<file path="src/rtl/ber_sweep_sequencer.sv">
// BER sweep sequencer: walks the stimulus block through MAIN/SUB modes, times
// clear/settle/dwell, stable-reads the counters and emits one record per step.
module ber_sweep_sequencer #(
  parameter int DWELL_W    = 32,
  parameter int SETTLE     = 16,
  parameter int FIRST_MODE = 9,
  parameter int LAST_MODE  = 31,
  parameter int MAX_TRY    = 4
) (
  input  logic               CLK,
  input  logic               RSTX,
  input  logic               START,
  input  logic               ABORT,
  input  logic [DWELL_W-1:0] DWELL,
  input  logic [7:0]         SUB_LAST,
  output logic [7:0]         MAIN_MODE,
  output logic [7:0]         SUB_MODE,
  output logic               CLR,
  input  logic [57:0]        RECV_CNT,
  input  logic [63:0]        ERR_CNT,
  output logic               RES_VALID,
  input  logic               RES_READY,
  output logic [7:0]         RES_MAIN,
  output logic [7:0]         RES_SUB,
  output logic [57:0]        RES_RECV,
  output logic [63:0]        RES_ERR,
  output logic               RES_UNSTABLE,
  output logic               BUSY,
  output logic               DONE
);

  localparam int SETTLE_W = (SETTLE > 1) ? $clog2(SETTLE) : 1;
  localparam int TRY_W    = (MAX_TRY > 1) ? $clog2(MAX_TRY) : 1;

  localparam logic [7:0]          FirstMode  = 8'(FIRST_MODE);
  localparam logic [7:0]          LastMode   = 8'(LAST_MODE);
  localparam logic [SETTLE_W-1:0] SettleLast = SETTLE_W'(SETTLE - 1);
  localparam logic [TRY_W-1:0]    TryLast    = TRY_W'(MAX_TRY - 1);

  typedef enum logic [2:0] {
    StIdle,
    StSetup,
    StRun,
    StSample,
    StReport
  } state_e;

  state_e              state_q;
  logic [7:0]          mainMode_q;
  logic [7:0]          subMode_q;
  logic                clr_q;
  logic [7:0]          subLast_q;
  logic [DWELL_W-1:0]  dwell_q;
  logic [SETTLE_W-1:0] settleCnt_q;
  logic [DWELL_W-1:0]  dwellCnt_q;
  logic [TRY_W-1:0]    tryCnt_q;
  logic                phase_q;
  logic [57:0]         firstRecv_q;
  logic [63:0]         firstErr_q;
  logic                resValid_q;
  logic [7:0]          resMain_q;
  logic [7:0]          resSub_q;
  logic [57:0]         resRecv_q;
  logic [63:0]         resErr_q;
  logic                resUnstable_q;
  logic                busy_q;
  logic                done_q;

  logic [DWELL_W-1:0]  dwellEff_d;
  logic                pairMatch_d;

  always_comb begin
    dwellEff_d  = (DWELL == '0) ? DWELL_W'(1) : DWELL;
    pairMatch_d = (firstRecv_q == RECV_CNT) && (firstErr_q == ERR_CNT);
  end

  // dwellCnt runs 1..dwell so the RUN exit needs no subtraction.
  always_ff @(posedge CLK) begin
    if (!RSTX) begin
      state_q       <= StIdle;
      mainMode_q    <= 8'd0;
      subMode_q     <= 8'd0;
      clr_q         <= 1'b1;
      subLast_q     <= 8'd0;
      dwell_q       <= DWELL_W'(1);
      settleCnt_q   <= '0;
      dwellCnt_q    <= '0;
      tryCnt_q      <= '0;
      phase_q       <= 1'b0;
      firstRecv_q   <= '0;
      firstErr_q    <= '0;
      resValid_q    <= 1'b0;
      resMain_q     <= 8'd0;
      resSub_q      <= 8'd0;
      resRecv_q     <= '0;
      resErr_q      <= '0;
      resUnstable_q <= 1'b0;
      busy_q        <= 1'b0;
      done_q        <= 1'b0;
    end else begin
      done_q <= 1'b0;
      if (ABORT && (state_q != StIdle)) begin
        state_q    <= StIdle;
        clr_q      <= 1'b1;
        mainMode_q <= 8'd0;
        subMode_q  <= 8'd0;
        resValid_q <= 1'b0;
        busy_q     <= 1'b0;
      end else begin
        unique case (state_q)
          StIdle: begin
            if (START && !ABORT) begin
              state_q     <= StSetup;
              dwell_q     <= dwellEff_d;
              subLast_q   <= SUB_LAST;
              mainMode_q  <= FirstMode;
              subMode_q   <= 8'd0;
              clr_q       <= 1'b1;
              settleCnt_q <= '0;
              busy_q      <= 1'b1;
            end
          end
          StSetup: begin
            if (settleCnt_q == SettleLast) begin
              state_q    <= StRun;
              clr_q      <= 1'b0;
              dwellCnt_q <= DWELL_W'(1);
            end else begin
              settleCnt_q <= settleCnt_q + SETTLE_W'(1);
            end
          end
          StRun: begin
            if (dwellCnt_q == dwell_q) begin
              state_q  <= StSample;
              phase_q  <= 1'b0;
              tryCnt_q <= '0;
            end else begin
              dwellCnt_q <= dwellCnt_q + DWELL_W'(1);
            end
          end
          StSample: begin
            if (!phase_q) begin
              firstRecv_q <= RECV_CNT;
              firstErr_q  <= ERR_CNT;
              phase_q     <= 1'b1;
            end else begin
              phase_q <= 1'b0;
              // Second sample of the pair closes the step, matching or not on the last try.
              if (pairMatch_d || (tryCnt_q == TryLast)) begin
                resRecv_q     <= RECV_CNT;
                resErr_q      <= ERR_CNT;
                resUnstable_q <= !pairMatch_d;
                resMain_q     <= mainMode_q;
                resSub_q      <= subMode_q;
                resValid_q    <= 1'b1;
                state_q       <= StReport;
              end else begin
                tryCnt_q <= tryCnt_q + TRY_W'(1);
              end
            end
          end
          StReport: begin
            if (resValid_q && RES_READY) begin
              resValid_q <= 1'b0;
              if (subMode_q < subLast_q) begin
                subMode_q   <= subMode_q + 8'd1;
                clr_q       <= 1'b1;
                settleCnt_q <= '0;
                state_q     <= StSetup;
              end else if (mainMode_q < LastMode) begin
                mainMode_q  <= mainMode_q + 8'd1;
                subMode_q   <= 8'd0;
                clr_q       <= 1'b1;
                settleCnt_q <= '0;
                state_q     <= StSetup;
              end else begin
                state_q    <= StIdle;
                clr_q      <= 1'b1;
                mainMode_q <= 8'd0;
                subMode_q  <= 8'd0;
                busy_q     <= 1'b0;
                done_q     <= 1'b1;
              end
            end
          end
          default: begin
            state_q <= StIdle;
            clr_q   <= 1'b1;
            busy_q  <= 1'b0;
          end
        endcase
      end
    end
  end

  assign MAIN_MODE    = mainMode_q;
  assign SUB_MODE     = subMode_q;
  assign CLR          = clr_q;
  assign RES_VALID    = resValid_q;
  assign RES_MAIN     = resMain_q;
  assign RES_SUB      = resSub_q;
  assign RES_RECV     = resRecv_q;
  assign RES_ERR      = resErr_q;
  assign RES_UNSTABLE = resUnstable_q;
  assign BUSY         = busy_q;
  assign DONE         = done_q;

endmodule
</file>
<file path="config.mk">
export PLATFORM = sky130hd
export DESIGN_NAME = ber_sweep_sequencer
export DESIGN_NICKNAME = d
export VERILOG_FILES = /design/src/rtl/ber_sweep_sequencer.sv
export SDC_FILE = /design/constraint.sdc
export NUM_CORES = 1
export LEC_CHECK = 0
export CAP_MARGIN = 20
export CORE_AREA = 4 4 190 192
export DETAILED_ROUTE_END_ITERATION = 10
export DIE_AREA = 0 0 194 196
export GPL_TIMING_DRIVEN = 0
export HOLD_SLACK_MARGIN = 0.1
export MAX_ROUTING_LAYER = met4
export PLACE_DENSITY = 0.84
export SLEW_MARGIN = 30
export SYNTH_ARGS = -nofsm -noshare
export SYNTH_HDL_FRONTEND = slang
export SYNTH_SLANG_ARGS = --single-unit
</file>
<file path="constraint.sdc">
create_clock -name CLK -period 3 [get_ports CLK]
set_clock_uncertainty 0.15 [all_clocks]
set_input_delay 0.9 -clock CLK [delete_from_list [all_inputs] [get_ports CLK]]
set_output_delay 0.9 -clock CLK [all_outputs]
set_load 0.03 [all_outputs]
</file>
# [After elaboration in Yosys (flattened, before gate mapping)]
# Cells that the tools add are included.
[classes] n_eq_ne=21 add_sub_neg=5 n_mux=48 n_bitwise=7 reduce_logical=32 n_lt_le_gt_ge=2
[op_table] op="$mux W32" count=3
[op_table] op="$eq A64 B64 Y1" count=1
[op_table] op="$pmux W32 S2" count=1
[op_table] op="$eq A58 B58 Y1" count=1
[op_table] op="$mux W8" count=7
[op_table] op="$add A32 B1 Y32 const B" count=1
[op_table] op="$eq A32 B32 Y1" count=1
[op_table] op="$logic_not A32 Y1" count=1
[op_table] op="$pmux W8 S2" count=2
[op_table] op="$ne A2 B2 Y1 const B" count=11
[op_table] op="$mux W4" count=5
[op_table] op="$reduce_and A4 Y1" count=5
[op_table] op="$mux W3" count=6
[op_table] op="$add A8 B1 Y8 const B" count=2
[op_table] op="$pmux W3 S5" count=1
[op_table] op="$mux W1" count=14
[op_table] op="$pmux W4 S3" count=1
[op_table] op="$reduce_and A3 Y1" count=4
[op_table] op="$reduce_and A6 Y1" count=2
[op_table] op="$reduce_and A5 Y1" count=2
[op_table] op="$lt A8 B5 Y1 const B" count=1
[op_table] op="$lt A8 B8 Y1" count=1
[op_table] op="$reduce_bool A2 Y1" count=4
[op_table] op="$not A1 Y1" count=7
[op_table] op="other kinds (21)" count=31
[word_totals] word_cells=135 reg_bits=363 inputBits=167 output_inout_bits=159

# [Longest topological paths before layout]
[logic_depth] word_depth=6 ltp_mapped=10 mapped_depth_nobuf=9

# [Worst setup path after synthesis]
# Ideal clock, no wire load.
[synth_timing] kind="input to register" startpoint="input ERR_CNT[59]" endpoint="register resErr_q[25] (netlist: RES_ERR[25])" t_required_ps=2718 path_slack_ps=18 setup_ps=132 arrival_time_ps=2700 path_buffers=2 cell_stages=9 cell_sequence="xor2_1 nor4_1 nand4_1 nor4_1 a21oi_1 clkbuf_1 buf_1 o21ai_1 a21oi_1"
[synth_between] elab_chain_len=4
[synth_rtl] item="start: declaration" line="20" rtl="input logic [63:0] ERR_CNT,"
[synth_rtl] item="$eq A64 B64 Y1" line="74" rtl="pairMatch_d = (firstRecv_q == RECV_CNT) && (firstErr_q == ERR_CNT);"
[synth_rtl] item="$logic_and A1 B1 Y1" line="74"
[synth_rtl] item="$logic_or A1 B1 Y1" line="149" rtl="if (pairMatch_d || (tryCnt_q == TryLast)) begin"
[synth_rtl] item="$reduce_and A4 Y1 (no line)"
[synth_rtl] item="end signal: assignment" line="96" rtl="resErr_q <= '0;"
[synth_rtl] item="end signal: assignment" line="151" rtl="resErr_q <= ERR_CNT;"
[synth_rtl] item="end: declaration" line="64" rtl="logic [63:0] resErr_q;"
# No other way between the ends.
# A chain may end at the register's enable or synchronous reset.

# [Worst setup path after layout]
[layout_timing] startpoint="input ERR_CNT[22]" endpoint="register resRecv_q[40] (netlist: RES_RECV[40])"
[layout_between] elab_chain_len=4
[layout_rtl] item="$eq A64 B64 Y1" line="74"
[layout_rtl] item="$logic_and A1 B1 Y1" line="74"
[layout_rtl] item="$logic_or A1 B1 Y1" line="149"
[layout_rtl] item="$reduce_and A4 Y1 (no line)"
[layout_rtl] item="end signal: assignment" line="95" rtl="resRecv_q <= '0;"
[layout_rtl] item="end signal: assignment" line="150" rtl="resRecv_q <= RECV_CNT;"
[layout_rtl] item="end: declaration" line="63" rtl="logic [57:0] resRecv_q;"
# No other way between the ends.

==> impl_metrics.csv <==
group,metric,value,unit
run_status,outcome,"completed",
timing,min_period_over_period,99.72,%
yosys,synth.ff_latch_count,363,
placement,postPlaceCellArea,0.01944,mm^2
cts,cts.htree.levels,2,
placement,pre_cts_slack,-2017,ps
cells_and_area,layout_cells_excl_fill,2824,
grt,wire_length_of_the_first_global_routing_pass,86300,um
power_and_ir_drop,power.internal,8185,uW
job,cap_violations,0,
setup_path,worst_setup_path_start_kind,"input port",
power_and_ir_drop,p_leak,0.007977,uW
yosys,post_synthesis_instance_area,0.01563,mm^2
floorplan,die_w,194,um
setup_path,worst_setup_path_end_kind,"register",
grt,number_of_antenna_violations_at_the_first_check_in_global_routing,17,
placement,quantity_of_i_o_buffers_inserted_on_ports,324,
setup_path,timing.critical_path.fanout_max,10,
yosys,synthCells,1950,
timing,max_freq,0.3343,GHz
cts,clock-root-buffer,"clkbuf_16",
yosys,synth_enable_flop_cells,0,
timing,report.final.setup_viol,0,
yosys,syn_avg_cell_area,8.013,um^2
power_and_ir_drop,switching_share,26.48,%
route,dr.pass1.iters,6,
route,drtIter0Drc,1566,
timing,final_critical_path_setup_slack,8.374,ps
yosys,synth_seq_area_share,46.50,%
power_and_ir_drop,p_clk_share,43.1,%
timing,max-slew-margin-rel,46.28,%
yosys,synth_top_cells_by_area,"dfxtp_1 (47%), a21oi_1 (10%), xor2_1 (9.1%)",
cts,cts-root-to-sink-buffers,3,
timing,hold_violation_total_from_the_final_report,0,
floorplan,initial_core_util,45.46,%
cts,clk_pin_slew_worst_paths,60,ps
route,drt-vias-per-instance,5.750,
setup_path,timing.setup.critical_path_class,"input port to register",
cells_and_area,finalInstanceArea,0.02147,mm^2
placement,gp_congestion,0.9326,
cells_and_area,multi_input_area,0.008234,mm^2
cells_and_area,most_frequent_cells_in_the_layout,"dfxtp_1 (363), nand2_1 (363), a21oi_1 (311)",
cts,clk_latency,540,ps
timing,worst_slew_pin_slew,804.5,ps
setup_path,critical_path_required,3230,ps
cells_and_area,num-nets-final,2503,
cts,cts_buffers,40,
placement,post-place-cells,2729,
yosys,synth_area_leader_cell,"dfxtp_1",
yosys,yosys.cell_types.count,54,
power_and_ir_drop,power.net_switching,2948,uW
yosys,synth_nets,2129,
floorplan,design.portCount,326,
yosys,synth-async-reset-ratio,0,%
floorplan,die-area,0.03802,mm^2
worst_hold_path,worst_hold_path_type,"register to register",
timing,min_hold_slack,306.4,ps
cts,cts.sink_count,363,
power_and_ir_drop,power.combinational.fraction,11.7,%
cells_and_area,post_route_cells_drive_above_1_share,8.507,%
grt,grt_overflow,0,
power_and_ir_drop,seqPwrFrac,45.3,%
cts,cts_tree,"built",
power_and_ir_drop,p_per_area,518.5,mW/mm^2
route,routed-via-count,16240,
timing,min_period,2992,ps
floorplan,die_height,196,um
floorplan,core_area,0.03437,mm^2
timing,drv_slew,0,
placement,hpwl,42130,um
yosys,yosys_warnings,0,
cells_and_area,seq_area,0.007267,mm^2
route,antenna_left,0,
yosys,post-synth-top-area-fraction,46.50,%
grt,grt_start_max_net_pins,14,
yosys,synth_flop_cell,"dfxtp_1",
grt,vias_in_the_first_global_route,15690,
route,total_wirelength,57760,um
route,route.detailed.wl_per_inst,20.45,um
setup_path,worstPathArrival,3220,ps
cells_and_area,areaGrowthSynthToFinish,37.41,%
cells_and_area,filler_cell_count,2817,
cells_and_area,post-route-util,62.47,%
route,route.detailed.drc,0,
floorplan,floorplan.rows,68,
grt,grt_use_total,28.98,%
power_and_ir_drop,vdd_ir_drop_max,0.0003905,V
[layer usage]
metal  share of wire [%]  track usage, %
met5                   0               -
met4                 5.9           14.40
met3                 9.7           6.818
met2                  47           46.40
met1                  38           34.44
[Yosys cell counts (2+ instances only)]
cell type / instances
nor2_1: 57
xor2_1: 162
and3_1: 9
or3_1: 9
buf_1: 5
nor3b_1: 2
and2_1: 6
nand4_1: 17
o21a_1: 3
mux2i_1: 2
buf_2: 15
o21ai_1: 49
a21oi_1: 317
inv_1: 11
xnor2_1: 22
nand2b_1: 4
a31oi_1: 2
clkbuf_1: 124
ha_1: 12
a21o_1: 2
a41o_1: 2
nand3b_1: 3
a41oi_1: 3
a32oi_1: 3
o21ai_0: 112
o211ai_1: 4
and4_1: 2
nor4_1: 59
nor3_1: 18
or4_1: 2
nand2_1: 364
dfxtp_1: 363
nand3_1: 160
nor2b_1: 5
[stage by stage]
step | setup TNS, ps | power [uW]
2_1_floorplan | 0 | 5767
3_3_place_gp | -321570 | 6369
3_5_place_dp | -328730 | 6398
4_1_cts | -7.051 | 11100
5_1_grt | -3381 | 11480
6_report | 0 | 11130
[path summary, 6_finish.rpt]
check                           cells past startpoint            to         start  slack (ps)
worst max-delay path                               11  RES_RECV[40]   ERR_CNT[22]           8
worst min-delay path                                2  subLast_q[1]  subLast_q[1]         310
worst max register to register                      9  RES_RECV[22]    state_q[1]         190
worst min register to register                      2  subLast_q[1]  subLast_q[1]         310
[final cells by class]
type	count	share of cell area [%]
inverter	11	0.1923
antenna	18	0.2098
multi-input combinational	1432	38.35
clock buffer	57	5.431
buffer	142	3.403
timing repair buffer	334	15.48
sequential	363	33.84
tap	455	2.651
clock inverter	12	0.4429
[logic make-up (layout without fill, tap and decap cells)]
| logic type | count (synthesis) | in the layout | synth area share, % |
|---|---|---|---|
| AOI/OAI and AO/OA | 508 | 508 | 16.96 |
| xor gates and xnor gates | 184 | 184 | 10.31 |
| DFF | 363 | 363 | 46.50 |
| buffers and inverters | 155 | 556 | 3.843 |
| adders and majority gates | 12 | 12 | 0.9608 |
| other | 0 | 18 | 0 |
| and+or+nand+nor | 726 | 726 | 21.29 |
| muxes | 2 | 2 | 0.1281 |
[timing repair]
action | in CTS | in global routing
pin swaps | 31 | 28
hold buffers | 0 | 0
cloned | 1 | 1
setup endpoints to repair | 242 | 191
resized for setup | 182 | 160
buffers inserted | 6 | 2
[registers in the layout, summed over array words and instances (netlist names), 2 cells and up]
register and count:
RES_ERR 64, firstErr_q 64, RES_RECV 58, firstRecv_q 58, dwellCnt_q 32, dwell_q 32, MAIN_MODE 8, RES_MAIN 8
RES_SUB 8, SUB_MODE 8, subLast_q 8, settleCnt_q 4, state_q 3, tryCnt_q 2
[power by group through the flow]
| stage | Clock (uW) | Sequential, uW | Combinational [uW] |
|---|---|---|---|
| floorplan | 0 | 5140 | 625 |
| global placement | 0 | 5130 | 1240 |
| detailed placement | 0 | 5130 | 1260 |
| CTS | 4800 | 5030 | 1260 |
| global route | 5040 | 5050 | 1390 |
| finish | 4790 | 5040 | 1300 |
[worst max-delay path: stages]
cell and delay [ps]:
dlygate4sd2_1 310, xor2_1 240, nor4_1 380, nand4_1 200
nor4_4 230, buf_4 180, a21oi_4 120, clkbuf_16 210
clkbuf_8 170, o21ai_1 170, a21oi_1 90
Power figures use the tool's default switching activity.
